<file path="src/rtl/ss_edit_scan_ctrl.sv">
// ---------------------------------------------------------------------------
// ss_edit_scan_ctrl
//
// Owns the four 3-bit digit values (0..7) shown on a 4-digit seven-segment
// display. A two-state DISPLAY/EDIT mode machine lets the user pick a digit
// and increment it. The digit values are sent out to an external decoder.
// The decoded patterns come back and are time-multiplexed onto one shared,
// registered segment bus with active-low digit strobes. The selected digit
// blinks while in EDIT.
//
// Parameters
//   SCAN_DIV   clk cycles per digit scan slot (>= 2)
//   BLINK_DIV  clk cycles per blink half-period (>= 2)
//   BLANK      segment pattern for a blanked digit (active-low, all off)
//
// Ports
//   clk                  system clock
//   rst                  asynchronous active-high reset
//   btn_mode             pulse: toggle DISPLAY/EDIT
//   btn_next             pulse: in EDIT, select the next digit
//   btn_inc              pulse: in EDIT, increment the selected digit
//   load, load_val[11:0] pulse + value {num3,num2,num1,num0}: load all digits
//   num3..num0[2:0]      current digit values towards the decoder
//   seg3..seg0[6:0]      decoded patterns returned by the decoder
//   seg_out[6:0]         shared segment bus (registered)
//   an[3:0]              digit strobes, active-low (registered)
//   edit_mode            1 while in EDIT
//   sel[1:0]             selected digit index
// ---------------------------------------------------------------------------
module ss_edit_scan_ctrl #(
    parameter int         SCAN_DIV  = 25000,
    parameter int         BLINK_DIV = 6250000,
    parameter logic [6:0] BLANK     = 7'h7F
) (
    input  logic        clk,
    input  logic        rst,
    input  logic        btn_mode,
    input  logic        btn_next,
    input  logic        btn_inc,
    input  logic        load,
    input  logic [11:0] load_val,
    output logic [2:0]  num3,
    output logic [2:0]  num2,
    output logic [2:0]  num1,
    output logic [2:0]  num0,
    input  logic [6:0]  seg3,
    input  logic [6:0]  seg2,
    input  logic [6:0]  seg1,
    input  logic [6:0]  seg0,
    output logic [6:0]  seg_out,
    output logic [3:0]  an,
    output logic        edit_mode,
    output logic [1:0]  sel
);

    localparam int SCAN_W  = (SCAN_DIV  > 2) ? $clog2(SCAN_DIV)  : 1;
    localparam int BLINK_W = (BLINK_DIV > 2) ? $clog2(BLINK_DIV) : 1;

    localparam logic [SCAN_W-1:0]  SCAN_LAST  = SCAN_W'(SCAN_DIV - 1);
    localparam logic [BLINK_W-1:0] BLINK_LAST = BLINK_W'(BLINK_DIV - 1);

    typedef enum logic [0:0] {
        ST_DISPLAY = 1'b0,
        ST_EDIT    = 1'b1
    } state_t;

    state_t              r_state;
    state_t              w_state_nxt;
    logic [3:0][2:0]     r_digit;
    logic [3:0][2:0]     w_digit_nxt;
    logic [1:0]          r_sel;
    logic [1:0]          w_sel_nxt;
    logic                w_blink_restart;

    logic [SCAN_W-1:0]   r_scan_cnt;
    logic [1:0]          r_idx;
    logic [BLINK_W-1:0]  r_blink_cnt;
    logic                r_phase;

    logic [6:0]          w_seg_pick;
    logic                w_blanked;
    logic [3:0]          r_an;
    logic [6:0]          r_seg_out;

    // ---- mode FSM and digit registers --------------------------------------
    always_ff @(posedge clk or posedge rst) begin
        if (rst) begin
            r_state <= ST_DISPLAY;
            r_digit <= '0;
            r_sel   <= 2'd0;
        end else begin
            r_state <= w_state_nxt;
            r_digit <= w_digit_nxt;
            r_sel   <= w_sel_nxt;
        end
    end

    // Events are resolved in strict priority order btn_mode > load >
    // btn_next > btn_inc; a lower-priority event in the same cycle is dropped.
    always_comb begin
        w_state_nxt     = r_state;
        w_digit_nxt     = r_digit;
        w_sel_nxt       = r_sel;
        w_blink_restart = 1'b0;
        case (r_state)
            ST_DISPLAY: begin
                if (btn_mode) begin
                    // Restart the blink in its visible phase so the selected
                    // digit is shown immediately on entry.
                    w_state_nxt     = ST_EDIT;
                    w_sel_nxt       = 2'd0;
                    w_blink_restart = 1'b1;
                end else if (load) begin
                    w_digit_nxt = load_val;
                end
            end
            ST_EDIT: begin
                if (btn_mode) begin
                    w_state_nxt = ST_DISPLAY;
                end else if (load) begin
                    w_digit_nxt = load_val;
                end else if (btn_next) begin
                    w_sel_nxt = r_sel + 2'd1;
                end else if (btn_inc) begin
                    w_digit_nxt[r_sel] = r_digit[r_sel] + 3'd1;
                end
            end
            default: begin
                w_state_nxt = ST_DISPLAY;
            end
        endcase
    end

    // ---- free-running scan slot counter ------------------------------------
    always_ff @(posedge clk or posedge rst) begin
        if (rst) begin
            r_scan_cnt <= '0;
            r_idx      <= 2'd0;
        end else if (r_scan_cnt == SCAN_LAST) begin
            r_scan_cnt <= '0;
            r_idx      <= r_idx + 2'd1;
        end else begin
            r_scan_cnt <= r_scan_cnt + SCAN_W'(1);
        end
    end

    // ---- blink timebase (phase 1 = visible) --------------------------------
    always_ff @(posedge clk or posedge rst) begin
        if (rst) begin
            r_blink_cnt <= '0;
            r_phase     <= 1'b1;
        end else if (w_blink_restart) begin
            r_blink_cnt <= '0;
            r_phase     <= 1'b1;
        end else if (r_blink_cnt == BLINK_LAST) begin
            r_blink_cnt <= '0;
            r_phase     <= ~r_phase;
        end else begin
            r_blink_cnt <= r_blink_cnt + BLINK_W'(1);
        end
    end

    // ---- segment select and blanking ---------------------------------------
    always_comb begin
        w_seg_pick = seg0;
        case (r_idx)
            2'd0:    w_seg_pick = seg0;
            2'd1:    w_seg_pick = seg1;
            2'd2:    w_seg_pick = seg2;
            default: w_seg_pick = seg3;
        endcase
    end

    // The strobe stays asserted while blanked; only the pattern is replaced.
    assign w_blanked = (r_state == ST_EDIT) && (r_idx == r_sel) && !r_phase;

    // ---- registered display outputs ----------------------------------------
    always_ff @(posedge clk or posedge rst) begin
        if (rst) begin
            r_an      <= 4'b1111;
            r_seg_out <= BLANK;
        end else begin
            r_an      <= ~(4'b0001 << r_idx);
            r_seg_out <= w_blanked ? BLANK : w_seg_pick;
        end
    end

    assign num3      = r_digit[3];
    assign num2      = r_digit[2];
    assign num1      = r_digit[1];
    assign num0      = r_digit[0];
    assign sel       = r_sel;
    assign edit_mode = (r_state == ST_EDIT);
    assign an        = r_an;
    assign seg_out   = r_seg_out;

endmodule
</file>
<file path="config.mk">
export PLATFORM = sky130hd
export DESIGN_NAME = ss_edit_scan_ctrl
export DESIGN_NICKNAME = d
export VERILOG_FILES = /design/src/rtl/ss_edit_scan_ctrl.sv
export SDC_FILE = /design/constraint.sdc
export NUM_CORES = 1
export LEC_CHECK = 0
export BUFFER_PORTS_ARGS = -buffer_cell sky130_fd_sc_hd__buf_4
export CAP_MARGIN = 20
export CORE_UTILIZATION = 55
export CTS_CLUSTER_DIAMETER = 120
export CTS_CLUSTER_SIZE = 10
export DETAILED_ROUTE_END_ITERATION = 12
export PLACE_DENSITY = 0.8
export SETUP_SLACK_MARGIN = 0.2
export SYNTH_ARGS = -nofsm -noshare
export SYNTH_HDL_FRONTEND = slang
export SYNTH_SLANG_ARGS = --single-unit
</file>
<file path="constraint.sdc">
create_clock -name clk -period 2.8 [get_ports clk]
set_clock_uncertainty 0.05 [all_clocks]
set_input_delay 0.28 -clock clk [delete_from_list [all_inputs] [get_ports clk]]
set_output_delay 0.28 -clock clk [all_outputs]
set_load 0.05 [all_outputs]
</file>
==> impl_metrics.csv, run 1 <==
group,metric,value,unit
die,start_util,57.83,%
timing,timing.fmax,412.1,MHz
logic_synthesis,synth_area_leaders,"dfrtp_1 40%, dfstp_2 9.1%, ha_1 5.1%",
timing,tns,0,ps
pwr,power_density,746.5,mW/mm²
logic_synthesis,synth.top_cell.area_share,39.73,%
critical_path,crit_chain,"mux4_2 -> ha_1 -> xnor2_1 -> nor4_1 -> a221o_1",
logic_synthesis,synthCells,337,
timing,finalMaxSlewViolations,0,
global_route,grt_overflow,0,
final_layout,drive_gt1_share,27.75,%
route,wirelength_met1,3317,µm
final_layout,area_growth,23.37,%
logic_synthesis,syn_avg_cell_area,10.28,µm²
logic_synthesis,yosysSeqAreaShare,48.83,%
route,wl_met3,359,µm
logic_synthesis,synth-async-reset-ratio,100.0,%
timing,period_minus_slack,2427,ps
logic_synthesis,synthesis.area,0.003465,mm²
global_route,antenna_found_initial,0,
critical_path,crit_path_end_kind,"flip-flop",
route,via_per_inst,5.795,
route,vias,2857,
die,die_w,81.37,µm
logic_synthesis,synth_top_flop_cell,"dfrtp_1",
final_layout,design_area,0.004274,mm²
route,drtIter0Drc,195,
logic_synthesis,yosysUniqueCellTypes,48,
critical_path,critPathKind,"flip-flop to flip-flop",
timing,post-route-period-util,86.67,%
critical_path,max_stage_delay,580,ps
logic_synthesis,synth.ff_latch_count,67,
timing,maxSlewHeadroom,47.30,%
global_route,grt_pass1_wl,12340,µm
clock_tree,hold_buffers,0,
clock_tree,cts_made_buffers,9,
clock_tree,clkLatencyLatePin,330,ps
timing,worst_pin_slew,789.3,ps
critical_path,reg2reg_to,"num2[2]$_DFFE_PP0P_",
route,totalWireLength,7392,µm
placed_design,port_buffers,71,
clock_tree,post_cts_buffers,0,
die,core_area,0.005991,mm²
global_route,grt_use_total,24.43,%
timing,setup_viol,0,
placed_design,dpl_cell_area,0.004081,mm²
clock_tree,cts_resized,0,
die,dieArea,0.006620,mm²
logic_synthesis,synth_common_cells,"55 x dfrtp_1, 33 x nor2_1, 23 x nand2_1",
critical_path,critPathMaxFanout,8,
logic_synthesis,syn_nets,397,
die,ios,72,
critical_path,critPathSlowestCell,"dfrtp_1",
route,met2WireLength,3603,µm
critical_path,startpoint,"sel[0]$_DFFE_PP0P_",
timing,hold_violations,0,
job,maxCapViolCount,0,
logic_synthesis,synth_top_cell_by_area,"dfrtp_1",
route,ant_nets,0,
clock_tree,cts_tree,"yes",
route,topRoutingLayerUsed,"met4",
critical_path,crit_arrival,2650,ps
logic_synthesis,synth_edf_count,0,
run_status,status,"complete, no violations",
logic_synthesis,post-synth-top-count-cell,"dfrtp_1",
pwr,power.leakage,1.976,nW
global_route,grt_max_degree,40,
critical_path,reg2reg_slack,370,ps
clock_tree,root_buffer,"clkbuf_8",
critical_path,start_kind,"flip-flop",
clock_tree,h-tree-depth,3,
route,wire_per_inst,14.99,µm
placed_design,hpwl,5383,µm
logic_synthesis,ys_warn_count,0,
min_path,hp-class,"input port to async pin",
critical_path,reg2reg_from,"sel[0]$_DFFE_PP0P_",
timing,rsz0062_at_grt,"no",
final_layout,num_antenna_cells,0,
die,num_rows,28,
global_route,grt_pass1_vias,2713,
critical_path,required,3030,ps
final_layout,layout.nets,473,
pwr,vdd_drop_max,732.5,µV
placed_design,gp_congestion,0.8732,
route,firstDrtPassIters,7,
critical_path,reg2reg_depth,5,
clock_tree,clk_pin_slew_worst_paths,70,ps
route,route.detailed.drc,0,
die,fp.dieH,81.37,µm
clock_tree,cts_sinks,67,
clock_tree,clock_path_buffers,2,
==> stage by stage <==
stage	total power, mW	std cells	setup WS, ps	hold slack [ps]	util, %
3_5_place_dp	2.425	477	404.8	442.8	68.13
3_3_place_gp	2.400	477	541.1	430.4	68.13
6_report	3.191	493	373.4	43.04	71.35
4_1_cts	3.201	493	410.2	80.91	71.35
2_1_floorplan	2.064	337	347.5	370.3	-
5_1_grt	3.350	493	277.2	114.6	71.35
==> routing by layer <==
layer | vias to the layer above | GRT usage (%)
li1 | 1367 | -
met1 | 1377 | 32.03
met2 | 99 | 40.42
met3 | 14 | 4.157
met4 | 0 | 8.929
met5 | - | 0
==> flip-flops by register name (all words and copies together), names as in the netlist <==
name,cells
an,4
edit_mode,1
num0,3
num1,3
num2,3
num3,3
r_blink_cnt,23
r_idx,2
r_phase,1
r_scan_cnt,15
seg_out,7
sel,2
==> worst max-delay path by stage <==
| stage | cells after the start | slack [ps] | end |
|---|---|---|---|
| after detailed placement | 5 | 400 | num2[2]$_DFFE_PP0P_ |
| after global routing | 5 | 280 | num3[2]$_DFFE_PP0P_ |
| after floorplan | 6 | 350 | num1[2]$_DFFE_PP0P_ |
| after CTS | 5 | 410 | num3[2]$_DFFE_PP0P_ |
| final | 5 | 370 | num2[2]$_DFFE_PP0P_ |
| after global placement | 5 | 540 | num1[2]$_DFFE_PP0P_ |
==> power by group <==
| group | leakage [nW] | total, mW | switching (mW) | internal (mW) |
|---|---|---|---|---|
| clock | 0.0950 | 0.777 | 0.369 | 0.407 |
| sequential | 0.851 | 1.25 | 0.146 | 1.10 |
| combinational | 1.03 | 1.17 | 0.717 | 0.450 |
==> layout make-up <==
class	count	area (µm²)
clock buffer	9	123.9
clock inverter	7	68.82
fill	460	1717
inverter	16	60.06
multi-input combinational	242	1658
sequential	67	1692
tap	75	93.84
timing repair buffer	77	578.1
==> critical path, delay by kind of cell, from the launching register on <==
kind / cells / cell delay, ps
flip-flops: 1 / 580
multiplexers: 1 / 570
AND/OR/NAND/NOR: 1 / 560
AO/OA/AOI/OAI: 1 / 260
adder cells (fa/ha/maj): 1 / 210
XOR/XNOR: 1 / 130
==> layout by cell type (no fill, tap or decap), drive strengths merged, types with 8 or more instances in the layout <==
| cell | n |
|---|---|
| dfrtp | 55 |
| xnor2 | 20 |
| nand2 | 23 |
| a21oi | 11 |
| o21ai | 21 |
| nor2 | 33 |
| inv | 16 |
| xor2 | 12 |
| clkbuf | 9 |
| dfstp | 12 |
| nor4 | 8 |
| ha | 14 |
| nand3 | 17 |
| buf | 77 |
| nand4 | 8 |
==> cell families (layout without fill, tap and decap cells) <==
logic type,after synthesis,in the layout,share of synthesized area (%)
simple gates,132,132,20.48
flops,67,67,48.83
xor+xnor,32,32,8.090
fa+ha+maj,14,14,5.056
buf+inv,28,109,3.322
mux,4,4,2.275
compound gates,60,60,11.95
Note: power is estimated with default switching activity, not from simulation.
==> run 2: changes to the inputs <==
--- a/config.mk
+++ b/config.mk
@@ -12,6 +12,7 @@
 export CTS_CLUSTER_SIZE = 10
 export DETAILED_ROUTE_END_ITERATION = 12
 export PLACE_DENSITY = 0.8
+export REMOVE_ABC_BUFFERS = 1
 export SETUP_SLACK_MARGIN = 0.2
 export SYNTH_ARGS = -nofsm -noshare
 export SYNTH_HDL_FRONTEND = slang
==> run 2 against run 1 <==
Effect of this change: critical path depth stayed put; cell area shrank 0.32%; worst setup slack worse by 26 ps; final cell count shrank 0.41%; global-route usage increased by 0.89 points; critical endpoint unchanged; register-to-register slack got worse by 30 ps; clock power grew 3.1%.
==> impl_metrics.csv, run 2 (synthesis results as in run 1) <==
group,metric,value,unit
timing,rsz0062_at_grt,"no",
critical_path,critPathMaxFanout,8,
route,ant_nets,0,
min_path,hp-class,"input port to flip-flop",
timing,final.setup.worst_slack,347.6,ps
die,start_util,57.83,%
final_layout,layout_commonest_cell,"buf_4",
pwr,power.leakage,1.970,nW
timing,setup_viol,0,
route,wire_per_inst,16.00,µm
pwr,clock_power_share,24.9,%
clock_tree,clock_path_buffers,2,
timing,timing.fmax,407.8,MHz
pwr,p_seq_share,38.9,%
die,die_w,81.37,µm
critical_path,crit_path_end_kind,"flip-flop",
final_layout,regMostFlops,"r_blink_cnt",
clock_tree,clk_pin_slew_worst_paths,80,ps
pwr,finalPower,3.212,mW
critical_path,required,3040,ps
final_layout,layout.nets,471,
global_route,grt_use_total,25.32,%
timing,finalMaxSlewViolations,0,
die,fp.dieH,81.37,µm
timing,period_minus_slack,2452,ps
die,dieArea,0.006620,mm²
pwr,vdd_drop_max,693.9,µV
pwr,p_int,1.976,mW
route,vias,2884,
timing,worst_pin_slew,821.7,ps
timing,maxSlewHeadroom,45.22,%
pwr,power_switching,1.236,mW
timing,tns,0,ps
route,firstDrtPassIters,4,
global_route,grt_pass1_wl,12470,µm
critical_path,crit_arrival,2690,ps
final_layout,layout_common_cells,"75 x buf_4, 55 x dfrtp_1, 33 x nor2_1",
placed_design,hpwl,5595,µm
timing,post-route-period-util,87.59,%
pwr,swShare,38.49,%
pwr,power_density,754.0,mW/mm²
run_status,status,"complete, no violations",
global_route,grt_pass1_vias,2712,
final_layout,largest_reg_flops,23,
die,core_area,0.005991,mm²
placed_design,dpl_worst_slack,441.2,ps
timing,hold_violations,0,
clock_tree,root_buffer,"clkbuf_8",
placed_design,gp_congestion,0.9029,
clock_tree,cts_sinks,67,
route,drtIter0Drc,174,
final_layout,num_antenna_cells,0,
clock_tree,cts_tree,"yes",
clock_tree,cts_resized,0,
critical_path,start_kind,"flip-flop",
global_route,antenna_found_initial,0,
job,maxCapViolCount,0,
placed_design,port_buffers,71,
pwr,combPwrFrac,36.1,%
global_route,grt_overflow,0,
clock_tree,clkLatencyLatePin,350,ps
route,route.detailed.drc,0,
die,num_rows,28,
clock_tree,hold_buffers,0,
final_layout,area_growth,22.97,%
clock_tree,post_cts_buffers,0,
route,via_per_inst,5.874,
route,totalWireLength,7854,µm
final_layout,drive_gt1_share,27.16,%
clock_tree,h-tree-depth,3,
clock_tree,cts_made_buffers,9,
die,ios,72,
critical_path,critPathKind,"flip-flop to flip-flop",
global_route,grt_max_degree,68,
## run 2: layer usage
metal	GRT usage, %	share of wire, %
met5	0	0
met3	5.955	7.9
met2	40.50	48
met1	32.27	42
met4	11.96	2.0
## run 2: stage by stage
stage	utilization, %	area [µm²]	hold slack (ps)	std cells
floorplan	-	3410	370.3	325
global placement	67.88	4066	438.1	475
detailed placement	67.88	4066	445.4	475
CTS	71.12	4260	89.23	491
global route	71.12	4260	96.92	491
finish	71.12	4260	108.9	491
## run 2: final timing paths
kind	end	start	slack (ps)	cells after the start
max	num2[2]$_DFFE_PP0P_	sel[0]$_DFFE_PP0P_	350	5
min	seg_out[2]$_DFF_PP1_	seg3[2]	110	3
max reg2reg	num2[2]$_DFFE_PP0P_	sel[0]$_DFFE_PP0P_	350	5
min reg2reg	r_scan_cnt[9]$_DFF_PP0_	r_scan_cnt[9]$_DFF_PP0_	450	1
max in group asynchronous	r_blink_cnt[12]$_DFF_PP0_	rst	2040	3
min in group asynchronous	r_blink_cnt[14]$_DFF_PP0_	rst	140	3
## run 2: area by class of cell
cell class | instances | area [µm²]
sequential | 67 | 1692
clock inverter | 5 | 52.55
timing repair buffer | 75 | 563.0
multi-input combinational | 242 | 1658
tap | 75 | 93.84
fill | 462 | 1730
inverter | 16 | 60.06
clock buffer | 11 | 141.4
## run 2: worst max-delay path: stages, from the launching register on
cell and delay (ps):
dfrtp_1 560, mux4_2 580, ha_1 210, xnor2_1 130, nor4_1 600, a221o_1 270
## run 2: power groups by stage
stage	registers, mW	clock network, mW	logic [mW]
final	1.25	0.801	1.16
after global routing	1.27	0.857	1.24
after CTS	1.25	0.818	1.16
after detailed placement	1.27	0	1.16
after global placement	1.26	0	1.14
after floorplan	1.58	0	0.459
==> run 3: changes to the inputs <==
--- a/config.mk
+++ b/config.mk
@@ -12,6 +12,7 @@
 export CTS_CLUSTER_SIZE = 10
 export DETAILED_ROUTE_END_ITERATION = 12
 export PLACE_DENSITY = 0.8
+export RECOVER_POWER = 50
 export REMOVE_ABC_BUFFERS = 1
 export SETUP_SLACK_MARGIN = 0.2
 export SYNTH_ARGS = -nofsm -noshare
==> run 3 against run 2 <==
Effect of this change: via count down 0.31%; sequential cell count unchanged; sequential share of layout area increased by 0.16 points; the flow now finishes with violations (capacitance limit, slew limit); largest power group unchanged; first-iteration DRC count is 2.9% lower; wire length increased by 0.19%.
==> impl_metrics.csv, run 3 (synthesis results as in run 1) <==
group,metric,value,unit
die,num_rows,28,
die,fp.dieH,81.37,µm
timing,hold_violations,0,
route,wire_per_inst,16.03,µm
die,dieArea,0.006620,mm²
timing,post-route-period-util,86.03,%
placed_design,gp_congestion,0.9029,
clock_tree,cts_tree,"yes",
final_layout,area_growth,22.46,%
die,die_w,81.37,µm
clock_tree,hold_buffers,0,
final_layout,finish.utilization,70.82,%
timing,period_minus_slack,2409,ps
critical_path,required,3040,ps
critical_path,crit_arrival,2650,ps
timing,finalMaxSlewViolations,68,
route,via_per_inst,5.855,
clock_tree,cts_resized,0,
final_layout,drive_gt1_share,25.96,%
die,start_util,57.83,%
final_layout,largest_reg_flops,23,
critical_path,critPathMaxFanout,8,
final_layout,layout.nets,471,
placed_design,port_buffers,71,
run_status,violations,"capacitance limit, slew limit",
final_layout,layout_common_cells,"69 x buf_4, 55 x dfrtp_1, 33 x nor2_1",
critical_path,start_kind,"flip-flop",
placed_design,dp_cells,475,
route,drtIter0Drc,169,
clock_tree,cts_sinks,67,
route,route.detailed.drc,0,
timing,tns,0,ps
die,ios,72,
route,totalWireLength,7869,µm
global_route,grt_overflow,0,
timing,final.setup.worst_slack,391.0,ps
final_layout,layout_commonest_cell,"buf_4",
placed_design,hpwl,5595,µm
global_route,grt_max_degree,68,
timing,worst_pin_slew,1603,ps
clock_tree,cts_made_buffers,9,
timing,maxSlewHeadroom,-6.860,%
global_route,antenna_found_initial,0,
route,firstDrtPassIters,5,
job,maxCapViolCount,1,
critical_path,crit_path_end_kind,"flip-flop",
timing,timing.fmax,415.1,MHz
route,ant_nets,0,
final_layout,num_antenna_cells,0,
clock_tree,clock_path_buffers,2,
global_route,grt_use_total,25.32,%
global_route,grt_pass1_wl,12470,µm
timing,setup_viol,0,
clock_tree,clk_pin_slew_worst_paths,80,ps
pwr,power_density,751.9,mW/mm²
timing,rsz0062_at_grt,"no",
route,vias,2875,
critical_path,critPathKind,"flip-flop to flip-flop",
clock_tree,root_buffer,"clkbuf_8",
clock_tree,post_cts_buffers,0,
placed_design,dpl_worst_slack,441.2,ps
run_status,status,"finished with violations",
final_layout,layoutNonFillerInstCount,491,
pwr,vdd_drop_max,692.1,µV
global_route,grt_pass1_vias,2712,
die,core_area,0.005991,mm²
pwr,power.leakage,1.955,nW
clock_tree,clkLatencyLatePin,350,ps
final_layout,regMostFlops,"r_blink_cnt",
min_path,hp-class,"input port to flip-flop",
clock_tree,h-tree-depth,3,
[run 3: worst paths after layout]
path / start / end / slack (ps) / cells past startpoint
max: sel[0]$_DFFE_PP0P_ / num2[2]$_DFFE_PP0P_ / 390 / 5
min: seg3[2] / seg_out[2]$_DFF_PP1_ / 110 / 3
max reg2reg: sel[0]$_DFFE_PP0P_ / num2[2]$_DFFE_PP0P_ / 390 / 5
min reg2reg: r_scan_cnt[9]$_DFF_PP0_ / r_scan_cnt[9]$_DFF_PP0_ / 450 / 1
max in group asynchronous: rst / r_blink_cnt[12]$_DFF_PP0_ / 1300 / 3
min in group asynchronous: rst / r_blink_cnt[14]$_DFF_PP0_ / 460 / 3
[run 3: cell type report]
type | instances | area (µm²)
Clock buffer | 11 | 141.4
Clock inverter | 5 | 52.55
Fill cell | 463 | 1748
Inverter | 16 | 60.06
Multi-Input combinational cell | 242 | 1658
Sequential cell | 67 | 1692
Tap cell | 75 | 93.84
Timing Repair Buffer | 75 | 545.5
[run 3: through the flow]
stage          cell area (µm²)  hold WS (ps)  power, mW
2_1_floorplan             3410         370.3      2.043
3_3_place_gp              4066         438.1      2.397
3_5_place_dp              4066         445.4      2.425
4_1_cts                   4260         89.23      3.229
5_1_grt                   4243         96.92      3.346
6_report                  4243         108.6      3.190
[run 3: critical path: stages (launching register included)]
cell     delay, ps
dfrtp_1        550
mux4_2         570
ha_1           210
xnor2_1        130
nor4_1         560
a221o_1        260
[run 3: routing by layer]
layer | share of wire (%) | GRT usage [%] | up-vias
li1 | - | - | 1368
met1 | 43 | 32.27 | 1359
met2 | 47 | 40.50 | 132
met3 | 7.5 | 5.955 | 16
met4 | 2.0 | 11.96 | 0
met5 | 0 | 0 | -
[run 3: power breakdown]
part           total, mW  switching (mW)  internal [mW]
clock network      0.803           0.372          0.431
registers           1.25           0.150           1.10
logic               1.14           0.717          0.419
total               3.19            1.24           1.95
